`config.mk`:
```
export PLATFORM = sky130hd
export DESIGN_NAME = vend_sequencer_flat
export DESIGN_NICKNAME = d
export VERILOG_FILES = /design/src/rtl/vend_pkg.sv /design/src/rtl/vend_if.sv /design/src/rtl/vend_timer.sv /design/src/rtl/vend_sequencer.sv /design/src/flat_wrapper.sv
export SDC_FILE = /design/constraint.sdc
export NUM_CORES = 1
export LEC_CHECK = 0
export CORE_ASPECT_RATIO = 2
export CORE_MARGIN = 2
export CORE_UTILIZATION = 50
export CTS_CLUSTER_DIAMETER = 100
export CTS_CLUSTER_SIZE = 20
export DETAILED_ROUTE_END_ITERATION = 8
export PLACE_DENSITY = 0.8
export SYNTH_ARGS = -nofsm -noshare
export SYNTH_HDL_FRONTEND = slang
export SYNTH_SLANG_ARGS = --single-unit
```
`constraint.sdc`:
```
create_clock -name clk -period 7.9 [get_ports clk]
set_clock_uncertainty 0.15 [all_clocks]
set_input_delay 0.79 -clock clk [delete_from_list [all_inputs] [get_ports clk]]
set_output_delay 0.79 -clock clk [all_outputs]
set_load 0.01 [all_outputs]
```
`src/rtl/vend_pkg.sv`:
```
// Purpose: shared types and constants for the vending sequencer (state enum, coin codes, credit width, default prices).
// Latency: n/a (declarations only).
// Backpressure: n/a.
package vend_pkg;

    localparam int CREDIT_W = 4;

    typedef enum logic [1:0] {
        ST_IDLE     = 2'd0,
        ST_DISPENSE = 2'd1,
        ST_CHANGE   = 2'd2
    } state_t;

    localparam logic [1:0] COIN_NONE = 2'b00;
    localparam logic [1:0] COIN_ONE  = 2'b01;
    localparam logic [1:0] COIN_TWO  = 2'b10;
    localparam logic [1:0] COIN_BAD  = 2'b11;

    // Default price table, product 0..3, in credit units.
    localparam int DEF_PRICE0 = 3;
    localparam int DEF_PRICE1 = 4;
    localparam int DEF_PRICE2 = 5;
    localparam int DEF_PRICE3 = 6;

    // Credit value of a coin code; the invalid code is worth nothing.
    function automatic logic [1:0] coin_value(input logic [1:0] c);
        case (c)
            COIN_ONE: return 2'd1;
            COIN_TWO: return 2'd2;
            default:  return 2'd0;
        endcase
    endfunction

endpackage

```
`src/rtl/vend_if.sv`:
```
// Purpose: bundle of customer/motor/change-unit signals around the vending sequencer.
// Latency: n/a (wiring only).
// Backpressure: n/a; master = environment side, slave = sequencer side.
interface vend_if;
    logic [1:0]                    coin;
    logic                          sel_valid;
    logic [1:0]                    sel_id;
    logic                          cancel;
    logic                          disp_req;
    logic [1:0]                    disp_id;
    logic                          disp_done;
    logic                          chg_req;
    logic                          chg_ack;
    logic [vend_pkg::CREDIT_W-1:0] credit;
    logic                          busy;
    logic                          coin_rej;
    logic                          sel_nack;
    logic                          fault;

    modport master (
        output coin, sel_valid, sel_id, cancel, disp_done, chg_ack,
        input  disp_req, disp_id, chg_req, credit, busy, coin_rej, sel_nack, fault
    );

    modport slave (
        input  coin, sel_valid, sel_id, cancel, disp_done, chg_ack,
        output disp_req, disp_id, chg_req, credit, busy, coin_rej, sel_nack, fault
    );
endinterface

```
`src/rtl/vend_timer.sv`:
```
// Purpose: dispense watchdog; counts enabled cycles since clear, flags the last allowed cycle.
// Latency: expired flag is combinational from the count, count updates one cycle after i_en.
// Backpressure: none.
// Ports: clk, rst_n; i_clear restarts the count, i_en advances it; o_expired high on the
//        DISP_TIMEOUT-th cycle since clear.
module vend_timer #(
    parameter int DISP_TIMEOUT = 64
) (
    input  logic clk,
    input  logic rst_n,
    input  logic i_clear,
    input  logic i_en,
    output logic o_expired
);
    localparam int TW = $clog2(DISP_TIMEOUT + 1);

    logic [TW-1:0] r_cnt;

    always_ff @(posedge clk or negedge rst_n) begin
        if (!rst_n) begin
            r_cnt <= '0;
        end else if (i_clear) begin
            r_cnt <= '0;
        end else if (i_en) begin
            r_cnt <= r_cnt + TW'(1);
        end
    end

    // Count is 0 on the first waiting cycle, so cycle N of waiting sees N-1.
    assign o_expired = (r_cnt == TW'(DISP_TIMEOUT - 1));
endmodule

```
`src/rtl/vend_sequencer.sv`:
```
// Purpose: vending sequencer; accepts coins, sells products, dispenses and pays change.
// Latency: every output is registered, reacting one cycle after the sampled inputs.
// Backpressure: disp_req held until disp_done (or watchdog), chg_req held until credit drained by chg_ack.
// Ports: clk, rst_n; bus (vend_if.slave) carries coin/sel/cancel/done/ack in and
//        disp_req/disp_id/chg_req/credit/busy/coin_rej/sel_nack/fault out.
module vend_sequencer
    import vend_pkg::*;
#(
    parameter int PRICE0       = DEF_PRICE0,
    parameter int PRICE1       = DEF_PRICE1,
    parameter int PRICE2       = DEF_PRICE2,
    parameter int PRICE3       = DEF_PRICE3,
    parameter int CREDIT_MAX   = 12,
    parameter int DISP_TIMEOUT = 64
) (
    input logic   clk,
    input logic   rst_n,
    vend_if.slave bus
);
    function automatic logic [CREDIT_W-1:0] price_of(input logic [1:0] id);
        case (id)
            2'd0:    return CREDIT_W'(PRICE0);
            2'd1:    return CREDIT_W'(PRICE1);
            2'd2:    return CREDIT_W'(PRICE2);
            default: return CREDIT_W'(PRICE3);
        endcase
    endfunction

    state_t              r_state, w_state_nxt;
    logic [CREDIT_W-1:0] r_credit, w_credit_nxt;
    logic [CREDIT_W-1:0] r_price, w_price_nxt;
    logic [1:0]          r_disp_id, w_disp_id_nxt;
    logic                r_coin_rej, w_coin_rej_nxt;
    logic                r_sel_nack, w_sel_nack_nxt;
    logic                r_fault, w_fault_nxt;
    logic                r_disp_req, r_chg_req, r_busy;
    logic                r_live;
    logic                w_tmr_clear, w_tmr_en, w_tmr_expired;
    logic [CREDIT_W-1:0] w_sel_price;
    logic [1:0]          w_coin_val;
    logic [CREDIT_W:0]   w_avail, w_sum;

    assign w_sel_price = price_of(bus.sel_id);
    assign w_coin_val  = coin_value(bus.coin);

    vend_timer #(.DISP_TIMEOUT(DISP_TIMEOUT)) u_timer (
        .clk       (clk),
        .rst_n     (rst_n),
        .i_clear   (w_tmr_clear),
        .i_en      (w_tmr_en),
        .o_expired (w_tmr_expired)
    );

    always_comb begin
        w_state_nxt    = r_state;
        w_credit_nxt   = r_credit;
        w_price_nxt    = r_price;
        w_disp_id_nxt  = r_disp_id;
        w_coin_rej_nxt = 1'b0;
        w_sel_nack_nxt = 1'b0;
        w_fault_nxt    = 1'b0;
        w_tmr_clear    = 1'b0;
        w_tmr_en       = 1'b0;
        w_avail        = {1'b0, r_credit};
        w_sum          = '0;

        // r_live is low only on the first edge after reset release: inputs are ignored there.
        if (r_live) begin
            case (r_state)
                ST_IDLE: begin
                    if (bus.cancel) begin
                        if (r_credit != '0) w_state_nxt = ST_CHANGE;
                    end else if (bus.sel_valid) begin
                        // Price is checked against the credit held before this cycle's coin.
                        if (r_credit >= w_sel_price) begin
                            w_avail       = {1'b0, r_credit} - {1'b0, w_sel_price};
                            w_price_nxt   = w_sel_price;
                            w_disp_id_nxt = bus.sel_id;
                            w_state_nxt   = ST_DISPENSE;
                            w_tmr_clear   = 1'b1;
                        end else begin
                            w_sel_nack_nxt = 1'b1;
                        end
                    end
                    // A same-cycle coin lands on top of the post-purchase credit.
                    w_sum = w_avail + {{(CREDIT_W-1){1'b0}}, w_coin_val};
                    if (bus.coin == COIN_BAD) begin
                        w_coin_rej_nxt = 1'b1;
                    end else if (bus.coin != COIN_NONE) begin
                        if (w_sum <= (CREDIT_W+1)'(CREDIT_MAX)) w_avail = w_sum;
                        else                                    w_coin_rej_nxt = 1'b1;
                    end
                    w_credit_nxt = w_avail[CREDIT_W-1:0];
                end
                ST_DISPENSE: begin
                    w_coin_rej_nxt = (bus.coin != COIN_NONE);
                    if (bus.disp_done) begin
                        w_state_nxt = (r_credit != '0) ? ST_CHANGE : ST_IDLE;
                    end else if (w_tmr_expired) begin
                        // Motor never finished: refund the sale and report it.
                        w_credit_nxt = r_credit + r_price;
                        w_fault_nxt  = 1'b1;
                        w_state_nxt  = ST_IDLE;
                    end else begin
                        w_tmr_en = 1'b1;
                    end
                end
                ST_CHANGE: begin
                    w_coin_rej_nxt = (bus.coin != COIN_NONE);
                    if (bus.chg_ack && r_chg_req) begin
                        w_credit_nxt = r_credit - CREDIT_W'(1);
                        if (r_credit == CREDIT_W'(1)) w_state_nxt = ST_IDLE;
                    end
                end
                default: w_state_nxt = ST_IDLE;
            endcase
        end
    end

    always_ff @(posedge clk or negedge rst_n) begin
        if (!rst_n) begin
            r_live     <= 1'b0;
            r_state    <= ST_IDLE;
            r_credit   <= '0;
            r_price    <= '0;
            r_disp_id  <= '0;
            r_coin_rej <= 1'b0;
            r_sel_nack <= 1'b0;
            r_fault    <= 1'b0;
            r_disp_req <= 1'b0;
            r_chg_req  <= 1'b0;
            r_busy     <= 1'b0;
        end else begin
            r_live     <= 1'b1;
            r_state    <= w_state_nxt;
            r_credit   <= w_credit_nxt;
            r_price    <= w_price_nxt;
            r_disp_id  <= w_disp_id_nxt;
            r_coin_rej <= w_coin_rej_nxt;
            r_sel_nack <= w_sel_nack_nxt;
            r_fault    <= w_fault_nxt;
            r_disp_req <= (w_state_nxt == ST_DISPENSE);
            r_chg_req  <= (w_state_nxt == ST_CHANGE);
            r_busy     <= (w_state_nxt != ST_IDLE);
        end
    end

    assign bus.disp_req = r_disp_req;
    assign bus.disp_id  = r_disp_id;
    assign bus.chg_req  = r_chg_req;
    assign bus.credit   = r_credit;
    assign bus.busy     = r_busy;
    assign bus.coin_rej = r_coin_rej;
    assign bus.sel_nack = r_sel_nack;
    assign bus.fault    = r_fault;
endmodule

```
`src/flat_wrapper.sv`:
```
// flat-port wrapper written by rule: the top's interface ports become plain ports
module vend_sequencer_flat import vend_pkg::*;
#(
    parameter int PRICE0       = DEF_PRICE0,
    parameter int PRICE1       = DEF_PRICE1,
    parameter int PRICE2       = DEF_PRICE2,
    parameter int PRICE3       = DEF_PRICE3,
    parameter int CREDIT_MAX   = 12,
    parameter int DISP_TIMEOUT = 64
)
  (clk, rst_n, bus_coin, bus_sel_valid, bus_sel_id, bus_cancel, bus_disp_done, bus_chg_ack, bus_disp_req, bus_disp_id, bus_chg_req, bus_credit, bus_busy, bus_coin_rej, bus_sel_nack, bus_fault);
  vend_if bus_i ();
  input logic clk;
  input logic rst_n;
  input wire logic [$bits(bus_i.coin)-1:0] bus_coin;
  input wire logic [$bits(bus_i.sel_valid)-1:0] bus_sel_valid;
  input wire logic [$bits(bus_i.sel_id)-1:0] bus_sel_id;
  input wire logic [$bits(bus_i.cancel)-1:0] bus_cancel;
  input wire logic [$bits(bus_i.disp_done)-1:0] bus_disp_done;
  input wire logic [$bits(bus_i.chg_ack)-1:0] bus_chg_ack;
  output wire logic [$bits(bus_i.disp_req)-1:0] bus_disp_req;
  output wire logic [$bits(bus_i.disp_id)-1:0] bus_disp_id;
  output wire logic [$bits(bus_i.chg_req)-1:0] bus_chg_req;
  output wire logic [$bits(bus_i.credit)-1:0] bus_credit;
  output wire logic [$bits(bus_i.busy)-1:0] bus_busy;
  output wire logic [$bits(bus_i.coin_rej)-1:0] bus_coin_rej;
  output wire logic [$bits(bus_i.sel_nack)-1:0] bus_sel_nack;
  output wire logic [$bits(bus_i.fault)-1:0] bus_fault;
  assign bus_i.coin = bus_coin;
  assign bus_i.sel_valid = bus_sel_valid;
  assign bus_i.sel_id = bus_sel_id;
  assign bus_i.cancel = bus_cancel;
  assign bus_i.disp_done = bus_disp_done;
  assign bus_i.chg_ack = bus_chg_ack;
  assign bus_disp_req = bus_i.disp_req;
  assign bus_disp_id = bus_i.disp_id;
  assign bus_chg_req = bus_i.chg_req;
  assign bus_credit = bus_i.credit;
  assign bus_busy = bus_i.busy;
  assign bus_coin_rej = bus_i.coin_rej;
  assign bus_sel_nack = bus_i.sel_nack;
  assign bus_fault = bus_i.fault;
  vend_sequencer #(.PRICE0(PRICE0), .PRICE1(PRICE1), .PRICE2(PRICE2), .PRICE3(PRICE3), .CREDIT_MAX(CREDIT_MAX), .DISP_TIMEOUT(DISP_TIMEOUT)) u_core (.clk(clk), .rst_n(rst_n), .bus(bus_i));
endmodule
```
# == Word-level counts from Yosys, hierarchy flattened ==
# Index checks and enable logic that the tools add are counted.
# word_totals
inputBits,10
output_inout_bits,12
wordCells,95
reg_bits,26
# classes
mux,50
order_cmp,2
n_reduce_logical,11
addsub,5
bitwise,1
eq_ne,14
# ops
cell,count
$mux 5,5
$mux 4,6
$mux 1,22
$mux 2,10
$mux 7,2
$pmux 4 s3,1
$eq 2x2->1 const B,5
$reduce_and 5->1,2
$pmux 3 s3,1
$eq 2x1->1 const B,4
$add 7x1->7 const B,1
$eq 7x6->1 const B,1
$pmux 2 s3,1
$reduce_bool 2->1,3
$add 5x2->5,1
$le 5x4->1 const B,1
$sub 4x3->5,1
$add 4x4->4,1
$eq 4x1->1 const B,1
$ge 4x3->1,1
$logic_not 2->1,2
$ne 2x2->1 const B,2
$pmux 2 s2,1
$reduce_bool 4->1,1
other kinds (7),7

# == Longest topological paths before layout ==
# logic_depth
ltp_word,15
depth_mapped,19
depth_no_buf,19

# == Cells and area by module ==
# Synthesis repeated with hierarchy kept, for this count alone.
# unflattened
cells_unflattened,231
area_unflattened_um2,2139.6
# modules_own_cells
mod,instances,cells_per_inst,area_each_um2
vend_sequencer,1,201,1815.5
vend_timer,1,30,324.1

# == Least setup slack after synthesis ==
# No wires, ideal clock.
# synth_timing
path_type,input port to flip-flop
from,input bus_sel_id[0]
to,"register u_core.r_credit[0], in the netlist u_core.bus.credit[0]"
t_arrival_ps,4627
required_ps,7625
slack_ps,2998
stages,17
setup_time_ps,125
cell_sequence,inv_1 > ha_1 > nor2_1 > nor2_1 > ha_1 > nor2b_1 > o211ai_2 > a311oi_2 > o21ai_0 > ha_1 > fa_1 > or3_1 > mux2i_1 > a2111oi_0 > a31o_2 > or3_4 > mux2_4
# synth_between
elab_chain_len,14
# synth_rtl
item,line,rtl
from (decl),flat_wrapper.sv:17,input wire logic [$bits(bus_i.sel_id)-1:0] bus_sel_id;
"$eq 2x2->1, or another cell as far along",vend_sequencer.sv:21,case (id)
$pmux 3 s3 *,vend_sequencer.sv:21,
via u_core.w_sel_price[0],vend_sequencer.sv:39,logic [CREDIT_W-1:0] w_sel_price;
$sub 4x3->5 or $ge 4x3->1 (tied branches),"vend_sequencer.sv:76, vend_sequencer.sv:75",
$mux 5 *,vend_sequencer.sv:75,if (r_credit >= w_sel_price) begin
$mux 5 *,vend_sequencer.sv:73,end else if (bus.sel_valid) begin
$mux 5 *,vend_sequencer.sv:71,if (bus.cancel) begin
$mux 5 *,vend_sequencer.sv:69,case (r_state)
$mux 5 *,vend_sequencer.sv:68,if (r_live) begin
$add 5x2->5,vend_sequencer.sv:86,"w_sum = w_avail + {{(CREDIT_W-1){1'b0}}, w_coin_val};"
$le 5x4->1,vend_sequencer.sv:90,if (w_sum <= (CREDIT_W+1)'(CREDIT_MAX)) w_avail = w_sum;
$mux 4,vend_sequencer.sv:90,
$mux 4,vend_sequencer.sv:89,end else if (bus.coin != COIN_NONE) begin
$mux 4 *,vend_sequencer.sv:87,if (bus.coin == COIN_BAD) begin
$pmux 4 s3 *,vend_sequencer.sv:69,
to (signal assigned),vend_sequencer.sv:136,r_credit <= w_credit_nxt;
to (decl),vend_sequencer.sv:30,"logic [CREDIT_W-1:0] r_credit, w_credit_nxt;"
# Mark *: on every way through the listed nets, which the timed path passes. The rest lies on a longest branch. The select of a mux whose other input is x is not followed.
# A chain may end at the register's enable or synchronous reset.

# == Worst setup path after layout ==
# layout_timing
from,input bus_sel_id[1]
to,"register u_core.r_credit[0], in the netlist u_core.bus.credit[0]"
# The elaborated chain is that of the path after synthesis.

==> impl_metrics.ini <==
[setup_path]
r2r_slack_ns = 3.22
path_class = primary input to register
crit_path_start_kind = primary input
worstReg2RegStart = u_core.bus.credit[0]
critPathRequiredTime_ns = 7.93
arrival_ns = 5.57
crit-reg2reg-capture = u_core.bus.credit[0]
crit_path_max_fanout = 10
crit_chain = clkdlybuf4s50_1, inv_1, ha_1, nor2_1, nor2_1, ha_1, nor2b_1, o211ai_2, a311oi_2, o21ai_0, ha_1, fa_1, or3_1, mux2i_1, a2111oi_0, a31o_2, or3_4, mux2_4
crit_top_cell = ha_1
slowest_stage = a311oi_2
r2r_cells = 14
critPathMaxStageDelay_ns = 0.63
cp-end-kind = register

[floorplan]
fp.dieH_um = 93.9
row_count = 32
ioPinCount = 22
dieArea_um2 = 4600
core_area_um2 = 3880
fp.dieW_um = 49.0
initial_core_util_pct = 52.1

[timing]
holdWs_ns = 0.346
timing.final.crit_period_ns = 5.54
slew_headroom_pct = 58.6
setup_viol_count_final = 0
tightestPinTransition_ns = 0.621
max_freq_mhz = 180
fin_setup_tns_ns = 0
slew_viol_final = 0
rsz0062_at_grt = no
min_period_over_period_pct = 70.1
hold_violations = 0

[place]
dpl_cell_area_um2 = 2280
gp_congestion = 0.863
dp_hpwl_mm = 3.86
placement.io_buffers = 21

[finish]
n_fill_cell = 380
drive_above_1_share_pct = 7.81
antennaDiodeCount = 0
nets = 288
final_area_um2 = 2330
syn2layout_area_growth_pct = 15.1

[power]
ir_drop_mv = 0.181
power_leakage_nw = 1.04
power_density_nw_per_um2 = 329

[routing]
drtAntennaViolNets = 0
wl_per_cell_um = 16.0
drt-initial-drc-count = 70
dr.pass1.iters = 5
viasPerCell = 5.91
drc = 0
finalWirelength_mm = 4.93
vias = 1815

[hold_path]
holdPathEnd = u_core.bus.disp_id[1]
hp-start = u_core.bus.disp_id[1]
hold_path.class = register to register
whs_path_depth = 2

[global_routing]
grt_max_degree = 26
grt_pass1_wl_mm = 8.40
grt_overflow = 0
antenna_found_initial = 0
grt_pass1_vias = 1873
grt_use_total_pct = 23.4

[synthesis]
synth-seq-area-share_pct = 30.9
syn_area_um2 = 2020
syn_avg_cell_area_um2 = 8.57
yosys-top-cells-count = dfrtp_1, nor2_1, nand2_1
synth-edff-count = 0
synth_cell_types = 53
async_reset_ff_share_pct = 100
ys_ff_latch = 25
synth_area_leaders = dfrtp_1, ha_1, nor2_1
syn_nets = 267
synth_top_area_share_pct = 30.9
synthCells = 236
ys_warn_count = 0
synth.largest_area_cell = dfrtp_1
synth_ff_type = dfrtp_1

[clock_tree]
htree_levels = 1
clock_sink_count = 25
cts_setup_buffers = 0
cts_buffers = 3
cts_tree = yes
cts-root-buf = clkbuf_8
cts_resized = 0
clockBufferDepth = 2
clk_latency_ns = 0.28
hold_buffers = 0
path_clk_slew_ns = 0.10

[status]
status = completed

[job]
drv_cap = 0
how the worst max path moves through the flow:
stage                       start                   end  slack, ns  depth (start not counted)
finish              bus_sel_id[1]  u_core.bus.credit[0]       2.36                         18
global placement    bus_sel_id[0]  u_core.bus.credit[0]       2.22                         18
CTS                 bus_sel_id[1]  u_core.bus.credit[0]       2.36                         18
global route        bus_sel_id[1]  u_core.bus.credit[0]       2.01                         19
detailed placement  bus_sel_id[1]  u_core.bus.credit[0]       2.07                         18
floorplan           bus_sel_id[0]  u_core.bus.credit[0]       3.00                         17
registers in the layout, summed over array words and instances, names as in the netlist, 2 cells and up:
| name | count |
|---|---|
| u_core.u_timer.r_cnt | 7 |
| u_core.bus.credit | 4 |
| u_core.r_price | 3 |
| u_core.bus.disp_id | 2 |
| u_core.r_state | 2 |
layout make-up:
| cell class | count | area (µm²) | share of cell area [%] |
|---|---|---|---|
| clock buffers | 3 | 41.3 | 1.77 |
| well taps | 51 | 63.8 | 2.74 |
| repair buffers | 22 | 218 | 9.35 |
| multi-input cells | 189 | 1310 | 56.3 |
| inverters | 16 | 60.1 | 2.58 |
| clock inverters | 1 | 7.51 | 0.323 |
| flip-flops and latches | 25 | 626 | 26.9 |
metrics by stage:
stage	instances	util (%)	power (mW)	setup WS [ns]
after floorplan	236	-	0.536	3.00
after global placement	303	58.7	0.668	2.22
after detailed placement	303	58.7	0.680	2.07
after CTS	307	59.9	0.767	2.36
after global routing	307	59.9	0.834	2.01
final	307	59.9	0.767	2.36
layout by cell type (no fill, tap or decap), drive strengths merged, types with 4 or more instances in the layout:
cell / Yosys / layout
o31ai: 4 / 4
a21oi: 16 / 16
nand4: 4 / 4
inv: 16 / 16
ha: 19 / 19
xor2: 6 / 6
and3: 4 / 4
o21ai: 15 / 15
nor2: 25 / 25
or3: 6 / 6
nand3: 9 / 9
dfrtp: 25 / 25
nand2: 23 / 23
nor2b: 7 / 7
clkdlybuf4s50: 0 / 21
logic make-up (layout without fill, tap and decap cells):
| kind of cell | count (synthesis) | in the layout | synth area share [%] |
|---|---|---|---|
| buf+inv | 22 | 42 | 4.21 |
| simple gates | 92 | 92 | 22.8 |
| other cells | 1 | 1 | 0.185 |
| fa+ha+maj | 21 | 21 | 13.7 |
| mux | 5 | 5 | 2.78 |
| flops | 25 | 25 | 30.9 |
| xor+xnor | 9 | 9 | 4.27 |
| compound gates | 61 | 61 | 21.1 |
power breakdown:
part           switching, mW  internal [mW]
registers             0.0477          0.167
clock network         0.0449         0.0359
logic                  0.265          0.206
routing by layer:
| metal | track usage, % | routed length, µm | part of all wire, % | up-vias |
|---|---|---|---|---|
| met5 | 0 | 0 | 0 | - |
| met3 | 1.59 | 112 | 2.3 | 17 |
| met1 | 23.7 | 1840 | 37 | 865 |
| met4 | 14.3 | 212 | 4.3 | 0 |
| met2 | 45.2 | 2760 | 56 | 46 |
| li1 | - | - | - | 887 |
worst max-delay path: cells and delay by family:
family          cells  cell delay (ns)
buf+inv             2             0.60
mux                 2             0.45
compound gates      5             1.40
fa+ha+maj           4             1.21
simple gates        5             1.12
Power figures use the tool's default switching activity.
